## src/rtl/pipe_stage_reg.sv

```systemverilog
// pipe_stage_reg: elastic valid/ready pipeline register with optional skid entry, stall, flush and bubble injection
module pipe_stage_reg #(
  parameter int WIDTH = 64,
  parameter logic [WIDTH-1:0] BUBBLE = {WIDTH{1'b0}},
  parameter bit SKID = 1'b1
) (
  input  logic             clock,
  input  logic             reset,
  input  logic             in_valid,
  output logic             in_ready,
  input  logic [WIDTH-1:0] in_data,
  output logic             out_valid,
  input  logic             out_ready,
  output logic [WIDTH-1:0] out_data,
  input  logic             stall,
  input  logic             flush,
  output logic [1:0]       occupancy,
  output logic [7:0]       flush_drops
);
  logic [WIDTH-1:0] main_q, skid_q;
  logic main_v, skid_v, out_fire, in_fire;
  logic [8:0] drops_sum;
  always_comb begin
    out_valid = main_v & ~flush & ~reset;
    out_fire  = out_valid & out_ready & ~stall;
    in_ready  = ~flush & ~reset & (SKID ? ~skid_v : (~main_v | out_fire));
    in_fire   = in_valid & in_ready;
    out_data  = out_valid ? main_q : BUBBLE;
    occupancy = {1'b0, main_v} + {1'b0, skid_v};
    drops_sum = {1'b0, flush_drops} + {7'd0, occupancy};
  end
  always_ff @(posedge clock)
    if (reset || flush) begin
      main_q      <= BUBBLE;
      skid_q      <= BUBBLE;
      main_v      <= 1'b0;
      skid_v      <= 1'b0;
      flush_drops <= reset ? 8'd0 : (drops_sum[8] ? 8'hFF : drops_sum[7:0]);
    end else if (out_fire) begin
      main_q <= skid_v ? skid_q : (in_fire ? in_data : BUBBLE);
      main_v <= skid_v | in_fire;
      skid_v <= 1'b0;
    end else if (in_fire) begin
      if (SKID && main_v) begin
        skid_q <= in_data;
        skid_v <= 1'b1;
      end else begin
        main_q <= in_data;
        main_v <= 1'b1;
      end
    end
endmodule

```

## config.mk

```make
export PLATFORM = sky130hd
export DESIGN_NAME = pipe_stage_reg
export DESIGN_NICKNAME = d
export VERILOG_FILES = /design/src/rtl/pipe_stage_reg.sv
export SDC_FILE = /design/constraint.sdc
export NUM_CORES = 1
export LEC_CHECK = 0
export BUFFER_PORTS_ARGS = -buffer_cell sky130_fd_sc_hd__buf_2
export CAP_MARGIN = 40
export CORE_MARGIN = 1
export CORE_UTILIZATION = 50
export DETAILED_ROUTE_END_ITERATION = 6
export PLACE_DENSITY = 0.77
export RECOVER_POWER = 25
export SETUP_SLACK_MARGIN = 0.1
export SLEW_MARGIN = 20
export SYNTH_ARGS = -nofsm -noshare
export SYNTH_HDL_FRONTEND = slang
export SYNTH_SLANG_ARGS = --single-unit
```

## constraint.sdc

```tcl
create_clock -name clock -period 1.8 [get_ports clock]
set_input_delay 0.27 -clock clock [delete_from_list [all_inputs] [get_ports clock]]
set_output_delay 0.27 -clock clock [all_outputs]
set_load 0.1 [all_outputs]
```

# Word-level counts from Yosys, hierarchy flattened
# Cells that the tools add are included.
# op_classes
eq_ne,1
mux,9
n_addsub,2
reduce_logical,6
n_bitwise,13
# op_table
op,n
64-bit two-way mux,6
8-bit by 2-bit adder with 9-bit output,1
8-bit two-way mux,1
1-bit bitwise AND,7
1-bit inverter,5
2-bit AND reduction,2
3-bit AND reduction,1
1-bit by 1-bit adder with 2-bit output,1
1-bit two-way mux,2
"2-bit by 1-bit inequality test with 1-bit output, second input constant",1
2-bit nonzero test,1
2-bit OR reduction,1
1-bit logical OR,1
1-bit OR,1
# totals
output_inout_bits,76
elab_cells,36
ff_bits,138

# Logic depth before layout (Yosys ltp)
# depth
ltp_word,7
ltp_mapped,7

# Worst setup path before layout
# No wires, ideal clock.
# synth_timing
path_kind,flip-flop to output port
startpoint,register main_v
endpoint,output out_data[54]
required_time_ns,1.530
slack_ns,-1.018
arrival_time_ns,2.548
path_stages_with_launch,4
path_cell_list,dfxtp_1 nor3b_2 clkbuf_1 and2_1
# synth_via
elab_chain_len,3
# synth_rtl
item,line_no,text
from (decl),21,"logic main_v, skid_v, out_fire, in_fire;"
from (signal assigned),41,main_v <= skid_v | in_fire;
1-bit bitwise AND (2 in series),24,out_valid = main_v & ~flush & ~reset;
via out_valid,12,"output logic out_valid,"
64-bit two-way mux,28,out_data = out_valid ? main_q : BUBBLE;
to (decl),14,"output logic [WIDTH-1:0] out_data,"
# The timed path passes the listed nets, and every way through them passes these cells.

# Worst setup path in the final report
# layout_timing
startpoint,register main_v
endpoint,"register flush_drops[4], data pin"
# layout_via
elab_chain_len,3
# layout_rtl
item,line_no,text
1-bit by 1-bit adder with 2-bit output,29,"occupancy = {1'b0, main_v} + {1'b0, skid_v};"
8-bit by 2-bit adder with 9-bit output,30,"drops_sum = {1'b0, flush_drops} + {7'd0, occupancy};"
8-bit two-way mux,38,flush_drops <= reset ? 8'd0 : (drops_sum[8] ? 8'hFF : drops_sum[7:0]);
to (signal assigned),38,
to (decl),18,output logic [7:0] flush_drops
# No other way between the ends.
# A chain may end at the register's enable or synchronous reset.

==> impl_metrics.ini <==
[finish]
final_common_cell = dfxtp_1
layout_common_cells = dfxtp_1, buf_12, buf_2
multi_input_area_sq_um = 3820
final_nets = 1012
drive_above_1_share = 0.3438
fillerInstances = 856
syn2layout_area_growth_pct = 48.58
regArea_sq_um = 2845

[timing]
rsz0062_at_grt = yes
fmax_mhz = 476.6
setup-violations-final = 133
tightest_slew_ps = 1022
slew_viol_final = 0
hold_violations = 0
max_slew_margin = 0.3187
skew_ps = 8.881
worst_slack_ps = -298.2
min_period_ps = 2098
finalCritPeriodShare = 1.166

[floorplan]
io_pins = 146
core_area_sq_um = 13350
start_util = 0.5163
fp.dieW_um = 119.4
std_cell_rows = 42
dieArea_sq_um = 14260
fp.dieH_um = 119.4

[critical_path]
worst_setup_path_start_kind = flip-flop
crit_end = flush_drops[4]
path_max_fanout = 2
r2r_slack_ps = -300
end_kind = flip-flop
critPathKind = flip-flop to flip-flop
r2r_cells = 9
required_ps = 1960
reg2reg_to = flush_drops[4]
cp.arrival_ps = 2250
r2r_start = main_v
cp-startpoint = main_v

[place]
pre_cts_ws_ps = -288.3
gp_congestion = 0.8539
portBuffers = 145
dpl.hpwl_mm = 12.33

[routing]
drc = 8
dr.pass1.iters = 7
route.vias.total = 6990
drt-total-wl_mm = 23.06
vias_per_cell = 6.197
first_iter_violations = 846
post_drt_wl_per_cell_um = 20.44
ant_nets = 0

[yosys]
yosys.area_share.simple = 0.2237
synth_fa_ha_area_frac = 0.008351
synth-compound-area-share = 0.1937
synthArstFlopShare = 0
yosys.area_share.xor_xnor = 0
synth_seq_area_share = 0.4125
ys_ff_latch = 138
ys_types = 41
synth_mux_area_frac = 0.09150
yosysWarningCount = 0
synth-main-ff-cell = dfxtp_1
syn_nets = 863
synth_top_family_by_area = simple AND/OR/NAND/NOR gates
avgSynthCellArea_sq_um = 8.735
synth_cells = 789
synth-edff-count = 8
synth_area_sq_um = 6892

[global_routing]
grt_max_degree = 70
grt_pass1_vias = 6891
grt_pass1_wl_mm = 35.51
grt_antenna_before_repair = 0
grtUsageTotal = 0.3172
gr-total-overflow = 0

[power_and_ir_drop]
fin_total_pwr_w = 0.007807
max-vdd-ir-drop_v = 0.0006522
power.leakage_nw = 3.737
power.density_nw_per_um2 = 762.4

[clock_network]
clkTransAtPathRegs_ps = 60
cts.sinks = 138
cts_made_buffers = 17
cts_max_level = 4
cts_tree = done
clkLatencyLatePin_ps = 420
root_buffer = clkbuf_16
clockBufferDepth = 2
hold_buffers = 0

[min_path]
min_path_type = primary input to flip-flop
min_path_cells = 3

[run_status]
violations = DRC, setup timing
status = finished, violations left

[run]
max-cap-violations = 0
==> cell usage after synthesis, types with 2 or more instances <==
| master | n | share of area |
|---|---|---|
| nor4bb_1 | 4 | 0.0058 |
| and2_1 | 124 | 0.11 |
| a21o_1 | 2 | 0.0022 |
| o21ai_0 | 66 | 0.048 |
| nor3_1 | 2 | 0.0015 |
| clkbuf_1 | 56 | 0.031 |
| mux2i_1 | 63 | 0.092 |
| a22oi_1 | 3 | 0.0033 |
| edfxtp_1 | 8 | 0.035 |
| buf_12 | 7 | 0.020 |
| o21ai_1 | 2 | 0.0015 |
| nor2b_1 | 3 | 0.0027 |
| dfxtp_1 | 130 | 0.38 |
| a21oi_1 | 70 | 0.051 |
| nand2_1 | 66 | 0.036 |
| buf_1 | 8 | 0.0044 |
| a31oi_1 | 3 | 0.0027 |
| nand2b_1 | 2 | 0.0018 |
| nor2_1 | 3 | 0.0016 |
| inv_1 | 6 | 0.0033 |
| a32oi_1 | 60 | 0.076 |
| and3b_1 | 2 | 0.0025 |
| buf_6 | 2 | 0.0033 |
| ha_1 | 3 | 0.0054 |
| buf_2 | 11 | 0.0080 |
| nand3_1 | 66 | 0.048 |
| or3_1 | 3 | 0.0027 |
==> flip-flops by register name (all words and copies together), names as in the netlist <==
name         count
main_v           1
main_q          64
skid_q          64
flush_drops      8
skid_v           1
==> critical path, stage by stage (launching register included) <==
cell,delay [ps]
dfxtp_2,320
buf_4,130
ha_4,270
ha_4,130
inv_2,30
fa_2,340
nand4b_1,230
buf_4,180
o21ai_0,80
a211oi_1,100
==> worst min path at each step <==
| stage | from | end | slack (ps) |
|---|---|---|---|
| 3_5_place_dp | main_q[43] | main_q[43] | 450 |
| 6_report | in_data[13] | skid_q[13] | 110 |
| 2_1_floorplan | in_data[0] | skid_q[0] | 420 |
| 5_1_grt | in_data[13] | skid_q[13] | 120 |
| 4_1_cts | in_data[9] | skid_q[9] | 110 |
| 3_3_place_gp | main_q[0] | main_q[0] | 440 |
==> report_power, final <==
part | total [W] | switching (W) | internal, W | leakage, nW
Clock | 0.00379 | 0.00136 | 0.00243 | 0.315
Sequential | 0.00317 | 0.0000379 | 0.00313 | 1.14
Combinational | 0.000853 | 0.000554 | 0.000299 | 2.28
==> metal layers <==
metal	part of all wire	global-route usage
met5	0	0
met1	0.39	0.3729
met3	0.080	0.06657
met4	0.043	0.1836
met2	0.49	0.5338
==> cells by family (layout without fill, tap and decap cells) <==
family | after synthesis | count (layout)
flops | 138 | 138
compound gates | 212 | 212
buf+inv | 91 | 253
other cells | 0 | 1
fa+ha+maj | 4 | 4
simple gates | 281 | 281
mux | 63 | 63
==> stage by stage <==
| stage | hold slack (ps) | TNS (ps) | cells | instance area (sq um) | util |
|---|---|---|---|---|---|
| detailed placement | 447.2 | -4018 | 1062 | 9007 | 0.6748 |
| floorplan | 417.7 | -4937 | 789 | 7074 | - |
| finish | 110.3 | -17220 | 1128 | 10240 | 0.7672 |
| CTS | 105.1 | -21810 | 1124 | 10270 | 0.7692 |
| global placement | 438.3 | -2058 | 1062 | 9007 | 0.6748 |
| global route | 116.1 | -24420 | 1127 | 10240 | 0.7670 |
==> what timing repair did <==
item | in CTS | in global routing
gates resized for setup | 50 | 14
setup endpoints to repair | 202 | 141
buffers inserted | 19 | 5
pin swaps | 16 | 27
gates cloned | 11 | 3
==> final cells by class <==
| class | count | share of cell area |
|---|---|---|
| Clock inverter | 8 | 0.01271 |
| Sequential cell | 138 | 0.2779 |
| Tap cell | 176 | 0.02151 |
| Timing Repair Buffer | 214 | 0.2619 |
| Clock buffer | 24 | 0.05022 |
| Inverter | 7 | 0.002566 |
| Antenna cell | 1 | 0.0002444 |
| Multi-Input combinational cell | 560 | 0.3730 |
Note: power is estimated with default switching activity, not from simulation.
